===== src/rtl/vivaldi_poly_osc.sv =====
// N-voice time-multiplexed oscillator bank with per-voice gain, saturating mixer and valid/ready output.
// Optional noise source on wave_sel 4 when VIVALDI_NOISE_EN is defined (16-bit Galois LFSR).
module vivaldi_poly_osc #(
  parameter int NUM_VOICES = 4,
  parameter int SAMPLE_W   = 16,
  parameter int PHASE_W    = 24,
  parameter int LUT_AW     = 8,
  localparam int VW        = (NUM_VOICES > 1) ? $clog2(NUM_VOICES) : 1
) (
  input  logic                clk_i,
  input  logic                rst_ni,
  input  logic                sample_tick_i,
  input  logic                cfg_we_i,
  input  logic [VW-1:0]       cfg_voice_i,
  input  logic [1:0]          cfg_addr_i,
  input  logic [PHASE_W-1:0]  cfg_wdata_i,
  output logic [SAMPLE_W-1:0] out_data_o,
  output logic                out_valid_o,
  input  logic                out_ready_i,
  output logic                busy_o,
  output logic                overrun_o
);

  localparam int MIX_W  = SAMPLE_W + $clog2(NUM_VOICES) + 1;
  localparam int PROD_W = SAMPLE_W + 9;
  localparam int LUT_DW = SAMPLE_W - 1;
  localparam int LUT_N  = 2 ** LUT_AW;
  localparam logic signed [SAMPLE_W-1:0] S_MAX     = {1'b0, {(SAMPLE_W-1){1'b1}}};
  localparam logic signed [SAMPLE_W-1:0] S_MIN     = {1'b1, {(SAMPLE_W-1){1'b0}}};
  localparam logic signed [SAMPLE_W-1:0] S_NEG_MAX = {1'b1, {(SAMPLE_W-2){1'b0}}, 1'b1};
  localparam logic signed [MIX_W-1:0]    MIX_MAX   = MIX_W'(S_MAX);
  localparam logic signed [MIX_W-1:0]    MIX_MIN   = MIX_W'(S_MIN);

  typedef enum logic [1:0] {IDLE = 2'd0, ACCUM = 2'd1, OUT = 2'd2} state_t;

  state_t                      state_r, state_nxt_s;
  logic [VW-1:0]               voice_r;
  logic [PHASE_W-1:0]          phase_r [NUM_VOICES];
  logic [PHASE_W-1:0]          inc_r   [NUM_VOICES];
  logic [2:0]                  sel_r   [NUM_VOICES];
  logic [7:0]                  gain_r  [NUM_VOICES];
  logic signed [MIX_W-1:0]     mix_r;
  logic signed [SAMPLE_W-1:0]  out_data_r;
  logic                        out_valid_r, overrun_r;

  logic                        frame_start_s, accum_en_s, out_load_s, out_done_s, overrun_s;
  logic                        last_voice_s, cfg_hit_s;
  logic [SAMPLE_W:0]           ph_top_s;
  logic [2:0]                  cur_sel_s;
  logic [7:0]                  cur_gain_s, gain_eff_s;
  logic [1:0]                  quad_s;
  logic [LUT_AW-1:0]           lut_addr_s;
  logic [LUT_DW-1:0]           lut_s [LUT_N];
  logic signed [SAMPLE_W-1:0]  mag_s, sine_s, tri_s, wave_s;
  logic [SAMPLE_W-1:0]         tri_u_s;
  logic signed [PROD_W-1:0]    prod_s;
  logic signed [MIX_W-1:0]     voice_ext_s, mix_sum_s;
  logic signed [SAMPLE_W-1:0]  sat_s;

  // Quarter-wave sine table, sampled at bin centres so the mirrored quadrants stay symmetric
  for (genvar i = 0; i < LUT_N; i++) begin : g_lut
    localparam int LV = $rtoi(real'(S_MAX) * $sin(3.141592653589793 * (real'(i) + 0.5)
                              / (2.0 * real'(LUT_N))) + 0.5);
    assign lut_s[i] = LUT_DW'(LV);
  end

  assign last_voice_s = (voice_r == VW'(NUM_VOICES - 1));
  assign cfg_hit_s    = cfg_we_i && (int'(cfg_voice_i) < NUM_VOICES);
  assign ph_top_s     = phase_r[voice_r][PHASE_W-1 -: SAMPLE_W+1];
  assign cur_sel_s    = sel_r[voice_r];
  assign cur_gain_s   = gain_r[voice_r];

  // state register
  always_ff @(posedge clk_i or negedge rst_ni) begin
    if (!rst_ni) state_r <= IDLE;
    else         state_r <= state_nxt_s;
  end

  // next-state logic
  always_comb begin
    state_nxt_s = state_r;
    case (state_r)
      IDLE:    if (sample_tick_i) state_nxt_s = ACCUM; else state_nxt_s = IDLE;
      ACCUM:   if (last_voice_s)  state_nxt_s = OUT;   else state_nxt_s = ACCUM;
      OUT:     if (out_ready_i)   state_nxt_s = IDLE;  else state_nxt_s = OUT;
      default: state_nxt_s = IDLE;
    endcase
  end

  // datapath strobes decoded from the current state
  always_comb begin
    frame_start_s = 1'b0;
    accum_en_s    = 1'b0;
    out_load_s    = 1'b0;
    out_done_s    = 1'b0;
    overrun_s     = sample_tick_i && (state_r != IDLE);
    case (state_r)
      IDLE:    frame_start_s = sample_tick_i;
      ACCUM:   begin accum_en_s = 1'b1; out_load_s = last_voice_s; end
      OUT:     out_done_s = out_ready_i;
      default: frame_start_s = 1'b0;
    endcase
  end

`ifdef VIVALDI_NOISE_EN
  logic [15:0] lfsr_r;
  // noise source steps once per voice evaluation
  always_ff @(posedge clk_i or negedge rst_ni) begin
    if (!rst_ni)         lfsr_r <= 16'hACE1;
    else if (accum_en_s) lfsr_r <= {1'b0, lfsr_r[15:1]} ^ (lfsr_r[0] ? 16'hD008 : 16'h0000);
    else                 lfsr_r <= lfsr_r;
  end
`endif

  // waveform generation for the voice currently being evaluated
  always_comb begin
    quad_s     = ph_top_s[SAMPLE_W -: 2];
    lut_addr_s = quad_s[0] ? ~ph_top_s[SAMPLE_W-2 -: LUT_AW] : ph_top_s[SAMPLE_W-2 -: LUT_AW];
    mag_s      = {1'b0, lut_s[lut_addr_s]};
    sine_s     = quad_s[1] ? -mag_s : mag_s;
    tri_u_s    = ph_top_s[SAMPLE_W] ? ~ph_top_s[SAMPLE_W-1:0] : ph_top_s[SAMPLE_W-1:0];
    tri_s      = (tri_u_s == {SAMPLE_W{1'b1}}) ? S_MAX : tri_u_s - S_MAX;
    case (cur_sel_s)
      3'd0:    wave_s = sine_s;
      3'd1:    wave_s = ph_top_s[SAMPLE_W] ? S_NEG_MAX : S_MAX;
      3'd2:    wave_s = tri_s;
      3'd3:    wave_s = {~ph_top_s[SAMPLE_W], ph_top_s[SAMPLE_W-1 -: SAMPLE_W-1]};
`ifdef VIVALDI_NOISE_EN
      3'd4:    wave_s = SAMPLE_W'(signed'(lfsr_r));
`endif
      default: wave_s = '0;
    endcase
  end

  // gain scaling and saturating mix
  always_comb begin
    gain_eff_s  = (cur_gain_s > 8'd128) ? 8'd128 : cur_gain_s;
    prod_s      = PROD_W'(wave_s) * PROD_W'($signed({1'b0, gain_eff_s}));
    voice_ext_s = MIX_W'(prod_s >>> 3'd7);
    mix_sum_s   = mix_r + voice_ext_s;
    if (mix_sum_s > MIX_MAX)      sat_s = S_MAX;
    else if (mix_sum_s < MIX_MIN) sat_s = S_MIN;
    else                          sat_s = mix_sum_s[SAMPLE_W-1:0];
  end

  // per-voice config and phase; a phase_clear lands after the increment so it wins
  always_ff @(posedge clk_i or negedge rst_ni) begin
    if (!rst_ni) begin
      for (int i = 0; i < NUM_VOICES; i++) begin
        phase_r[i] <= '0;
        inc_r[i]   <= '0;
        sel_r[i]   <= 3'd0;
        gain_r[i]  <= 8'd0;
      end
    end else begin
      if (accum_en_s) phase_r[voice_r] <= phase_r[voice_r] + inc_r[voice_r];
      if (cfg_hit_s) begin
        case (cfg_addr_i)
          2'd0:    inc_r[cfg_voice_i]   <= cfg_wdata_i;
          2'd1:    sel_r[cfg_voice_i]   <= cfg_wdata_i[2:0];
          2'd2:    gain_r[cfg_voice_i]  <= cfg_wdata_i[7:0];
          default: phase_r[cfg_voice_i] <= '0;
        endcase
      end
    end
  end

  // frame accumulation and output register
  always_ff @(posedge clk_i or negedge rst_ni) begin
    if (!rst_ni) begin
      voice_r     <= '0;
      mix_r       <= '0;
      out_data_r  <= '0;
      out_valid_r <= 1'b0;
      overrun_r   <= 1'b0;
    end else begin
      overrun_r <= overrun_s;
      if (frame_start_s) begin
        voice_r <= '0;
        mix_r   <= '0;
      end else if (accum_en_s) begin
        voice_r <= voice_r + VW'(1'b1);
        mix_r   <= mix_sum_s;
      end
      if (out_load_s) begin
        out_data_r  <= sat_s;
        out_valid_r <= 1'b1;
      end else if (out_done_s) begin
        out_valid_r <= 1'b0;
      end
    end
  end

  assign out_data_o  = out_data_r;
  assign out_valid_o = out_valid_r;
  assign busy_o      = (state_r != IDLE);
  assign overrun_o   = overrun_r;

endmodule


===== config.mk =====
export PLATFORM = sky130hd
export DESIGN_NAME = vivaldi_poly_osc
export DESIGN_NICKNAME = d
export VERILOG_FILES = /design/src/rtl/vivaldi_poly_osc.sv
export SDC_FILE = /design/constraint.sdc
export NUM_CORES = 1
export LEC_CHECK = 0
export CORE_MARGIN = 5
export CORE_UTILIZATION = 40
export DETAILED_ROUTE_END_ITERATION = 8
export PLACE_DENSITY = 0.56
export SYNTH_ARGS = -nofsm -noshare
export SYNTH_HDL_FRONTEND = slang
export SYNTH_SLANG_ARGS = --single-unit

===== constraint.sdc =====
create_clock -name clk_i -period 24.3 [get_ports clk_i]
set_input_delay 4.86 -clock clk_i [delete_from_list [all_inputs] [get_ports clk_i]]
set_output_delay 4.86 -clock clk_i [all_outputs]
set_load 0.05 [all_outputs]

==> out/results.txt, run 1 <==
Slew HR - 0.166
RSZ-0062 raised after global routing - false
Share of post-route cells with drive strength above 1 - 0.144
Setup tns final - 0 ns
Number of synthesized register bits - 277
Initial antenna violation count - 2
Final wirelength - 108000 um
Worst-path clk slew - 0.06 ns
Status - completed
WS Path Type - register to register
Post-cts sizing count - 0
Highest Signal Layer - met5
Top cells by area, synth - dfrtp_1 26%, fa_1 7.8%, mux2_2 6.4%
Reg2Reg Launch Point - voice_r[0]
Slew @ Worst Pin - 1.24 ns
Rows - 94
Async set-or-reset flop fraction in the synthesized netlist - 1.00
Via count - 23.9k
Met2 WL - 47300 um
Buffer count from post-CTS setup fixing - 0
I/O pins - 52
Critical Path AT - 16.27 ns
TritonRoute pass-1 iters - 5
HPWL after detailed placement - 79100 um
Fin util - 0.435
CP startpoint - voice_r[0]
Clk buf depth - 3
Netlist Area Pre-Place - 26300 um2
I/O Buffers - 51
DIE WIDTH - 266 um
Initial Utilization - 0.401
Total track usage - 0.298
Max Cap Viol - 0
Largest net degree at the start of global routing - 118
Insertion delay to the later sink of the worst-skew pair - 0.56 ns
Period Utilization, post-route - 0.650
Mapped Cells - 2938
Number of global-route vias before repair - 23.9k
Slowest CP cell - a2111oi_0
Final Wtd Congestion - 1.05
H-tree levels - 2
Commonest cells after routing, fill and taps aside - 327 x nand2_1, 275 x dfrtp_1, 243 x a21oi_1
Distinct cells, synth - 122
Worst Setup End Kind - register
Min-delay worst type - register to register
NumNets Final - 3127
CTS Buf Count - 34
Worst Path Required - 24.77 ns
Die ar. - 70900 um2
Highest Clock Rate - 0.0633 GHz
Area leader, netlist - dfrtp_1
Seq/Total Area, Yosys - 0.264
TritonCTS clock tree - done
Mean Syn Cell Area - 8.95 um2
Met3 WL - 9770 um
Root Buffer - clkbuf_16
CP max stage delay - 1.01 ns
Crit path launch type - register
Inserted Diodes - 0
Fin. Hold Viols - 0
Die Span Y - 266 um
HP Start - inc_r[39]
Post-CTS Hold Buffers - 0
DRC - 0
Fin crit period - 15.80 ns
Layout area overhead - 8.52%
Syn Nets - 3185
Most common cell after layout, fill and taps aside - nand2_1
Worst Skew - 0.0292 ns
CTS sink cnt - 277
Grt ovf - 0
Critical Path Fanout Max - 44
Final ANT Viol Nets - 0
M1 wire length - 45400 um
Min Hold Slack - 0.497 ns
Post-synth top area share - 0.264
CORE AREA - 65500 um2
Iter 0 DRT Violations - 2995
Drt wl/cell - 28.7 um
Max Slew Vio Count - 0
Vias per cell - 6.35
YS warnings - 0
Primary FF master, synth - dfrtp_1
Post-synth EDFFs - 0
First-pass GRT wire length - 160000 um
Finish-stage setup viols - 0
-- worst max-delay path: cells and delay by family (launching register included) --
kind | cells | cell delay [ns]
compound gates | 15 | 4.70
xor+xnor | 3 | 0.87
flops | 1 | 1.00
mux | 2 | 0.67
buf+inv | 7 | 2.09
fa+ha+maj | 7 | 3.16
simple gates | 14 | 3.14
-- metrics by stage --
stage / cells / setup slack [ns] / area [um2]
2_1_floorplan: 2938 / 12.03 / 26300
3_3_place_gp: 3708 / 8.73 / 27400
3_5_place_dp: 3708 / 8.88 / 27400
4_1_cts: 3768 / 8.79 / 28500
5_1_grt: 3768 / 7.86 / 28500
6_report: 3768 / 8.50 / 28500
-- cells by family (layout without fill, tap and decap cells) --
family,count (synthesis),count (layout),synth area share
AND/OR/NAND/NOR,949,949,0.177
AO/OA/AOI/OAI,790,790,0.202
buffers and inverters,362,328,0.0629
flip-flops,277,277,0.264
multiplexers,239,239,0.126
adder cells (fa/ha/maj),214,214,0.131
XOR/XNOR,107,107,0.0374
-- per-layer routing --
| metal | up-vias | global-route usage |
|---|---|---|
| li1 | 10500 | - |
| met3 | 288 | 0.0602 |
| met4 | 4 | 0.126 |
| met5 | - | 0 |
| met1 | 12000 | 0.414 |
| met2 | 1204 | 0.455 |
-- cell usage after synthesis, drive strengths merged (9+ instances only) --
master	number
clkbuf	116
o211ai	22
mux2	152
nand2	331
dfrtp	277
o31ai	17
mux4	57
nor3b	12
nor2	230
o41ai	9
o21a	18
xor2	37
a21o	17
o32ai	10
a221oi	22
o21ai	151
and2	29
a31oi	17
a22oi	18
ha	111
or3	11
o22ai	45
nand2b	76
a211oi	22
nor3	49
nor2b	34
a21oi	244
inv	154
a2111oi	18
buf	91
o22a	9
xnor2	70
fa	103
mux2i	30
a221o	10
nand3	74
and3	14
nand3b	16
o21bai	10
o221ai	21
a22o	25
a32oi	11
or2	17
-- state kept, by name, indices dropped and copies added (netlist names) --
signal and cells:
inc_r 96, phase_r 96, gain_r 32, mix_r 19, out_data_o 16, sel_r 12, state_r 2, voice_r 2
out_valid_o 1, overrun_o 1
-- layout make-up --
type / count / area (um2)
clock buffer: 49 / 977
tap: 864 / 1080
inverter: 155 / 587
clock inverter: 11 / 173
fill: 6428 / 37000
sequential: 277 / 6940
multi-input combinational: 2299 / 17800
timing repair buffer: 113 / 981
-- final timing paths --
check / to / slack [ns] / cells past startpoint
min in group asynchronous: gain_r[4] / 4.33 / 1
min: inc_r[39] / 0.50 / 1
max in group asynchronous: mix_r[0] / 18.31 / 2
min reg2reg: inc_r[39] / 0.50 / 1
max reg2reg: out_data_o[3] / 8.50 / 48
max: out_data_o[3] / 8.50 / 48
Power of run 1 is not shown: default switching activity piles up to over one toggle a cycle in this logic, so the estimate is an artifact.
==> run 2, diff against run 1 <==
- clock period: 24.3 -> 15.4 ns (I/O delays scaled with it)
==> run 2 against run 1 <==
Compared with the run above: routed wire length rose by 3.8%; worst setup slack got worse by 7.7 ns; via count rose by 1.4%; critical path type unchanged; largest cell class unchanged.
==> out/results.txt, run 2 (synthesis results as in run 1) <==
Max Slew Vio Count - 0 (unchanged)
Max Cap Viol - 0 (unchanged)
Status - completed
Die Span Y - 266 um (unchanged)
Iter 0 DRT Violations - 2655 (-11%)
Total track usage - 0.308 (+0.00993)
Grt ovf - 0 (unchanged)
NumNets Final - 3174 (+1.5%)
Slew HR - 0.202 (+0.0361)
Slowest CP cell - xor2_1
Drt wl/cell - 29.4 um (+2.5%)
Min-delay worst type - register to register
Vias per cell - 6.36 (about the same)
Final ANT Viol Nets - 0 (unchanged)
Final wirelength - 112000 um (+3.8%)
Share of post-route cells with drive strength above 1 - 0.158 (+0.0140)
H-tree levels - 1 (-1)
Slew @ Worst Pin - 1.18 ns (-0.0536 ns)
CTS Buf Count - 31 (-8.8%)
I/O pins - 52 (unchanged)
Critical Path Fanout Max - 29 (-34%)
Largest net degree at the start of global routing - 130 (+10%)
Most common cell after layout, fill and taps aside - nand2_1
Die ar. - 70900 um2 (unchanged)
Root Buffer - clkbuf_16
Highest Clock Rate - 0.0687 GHz (+8.6%)
Fin crit period - 14.56 ns (-1.25 ns)
CP max stage delay - 0.91 ns (-0.10 ns)
Dpl cell area - 27800 um2 (+1.5%)
Worst Path Required - 15.92 ns (-8.85 ns)
TritonRoute pass-1 iters - 8 (+3)
Fin. Hold Viols - 0 (unchanged)
Rows - 94 (unchanged)
Initial Utilization - 0.401 (unchanged)
Critical Path AT - 15.08 ns (-1.19 ns)
Clk buf depth - 3 (unchanged)
HPWL after detailed placement - 83200 um (+5.2%)
RSZ-0062 raised after global routing - false
Crit path launch type - register
Finish-stage setup viols - 0 (unchanged)
Setup ws final - 0.845 ns (-7.65 ns)
Post-cts sizing count - 0 (unchanged)
DRC - 0 (unchanged)
Setup tns final - 0 ns (unchanged)
Post-layout instance area - 28800 um2 (+1.0%)
DIE WIDTH - 266 um (unchanged)
Number of global-route vias before repair - 24.1k (+1.0%)
Period Utilization, post-route - 0.945 (+0.295)
Commonest cells after routing, fill and taps aside - 327 x nand2_1, 275 x dfrtp_1, 242 x a21oi_1
Buffer count from post-CTS setup fixing - 0 (unchanged)
Via count - 24.3k (+1.4%)
CORE AREA - 65500 um2 (unchanged)
Worst-path clk slew - 0.07 ns (about the same)
CTS sink cnt - 277 (unchanged)
Top flop regs - inc_r (96), phase_r (96), gain_r (32)
WS Path Type - register to register
Final Wtd Congestion - 1.03 (-2.4%)
Post-CTS Hold Buffers - 0 (unchanged)
First-pass GRT wire length - 165000 um (+3.4%)
Pre-CTS WS - 1.31 ns (-7.56 ns)
Layout area overhead - 9.64%
Insertion delay to the later sink of the worst-skew pair - 0.60 ns (+0.04 ns)
TritonCTS clock tree - done
Worst Skew - 0.0356 ns (+0.00641 ns)
Initial antenna violation count - 1 (-1)
I/O Buffers - 51 (unchanged)
Worst Setup End Kind - register
## run 2: stage by stage
stage               std cells   util  hold WS (ns)
floorplan                2938      -         0.460
global placement         3758  0.424         0.482
detailed placement       3758  0.424         0.483
CTS                      3815  0.440         0.502
global route             3815  0.440         0.510
finish                   3816  0.440         0.501
## run 2: critical path: cells and delay by family (launching register included)
kind | cells | cell delay [ns]
buffers and inverters | 8 | 1.70
multiplexers | 2 | 0.64
AND/OR/NAND/NOR | 10 | 1.61
flip-flops | 1 | 0.70
AO/OA/AOI/OAI | 19 | 5.20
adder cells (fa/ha/maj) | 8 | 3.34
XOR/XNOR | 3 | 1.27
## run 2: layout make-up
class	instances	area (um2)
Fill cell	6389	36700
Multi-Input combinational cell	2299	17800
Sequential cell	277	6940
Timing Repair Buffer	163	1380
Tap cell	864	1080
Clock buffer	47	926
Inverter	155	587
Clock inverter	10	119
Antenna cell	1	2.50
## run 2: routing by layer
metal | GRT usage | share of wire | up-vias | routed length, um
li1 | - | - | 10600 | -
met1 | 0.432 | 0.43 | 12400 | 48400
met2 | 0.469 | 0.44 | 1066 | 49200
met3 | 0.0662 | 0.082 | 269 | 9210
met4 | 0.117 | 0.049 | 2 | 5460
met5 | 0 | 0.00012 | - | 13
## run 2: worst paths after layout
check,start,endpoint,slack [ns],depth (start not counted)
min in group asynchronous,rst_ni,gain_r[4],2.54,1
worst min register to register,inc_r[43],inc_r[43],0.50,1
worst max register to register,voice_r[1],out_data_o[1],0.84,50
worst min-delay path,inc_r[43],inc_r[43],0.50,1
worst max-delay path,voice_r[1],out_data_o[1],0.84,50
max in group asynchronous,rst_ni,inc_r[88],11.09,2
Power of run 2 is left out for the same reason.
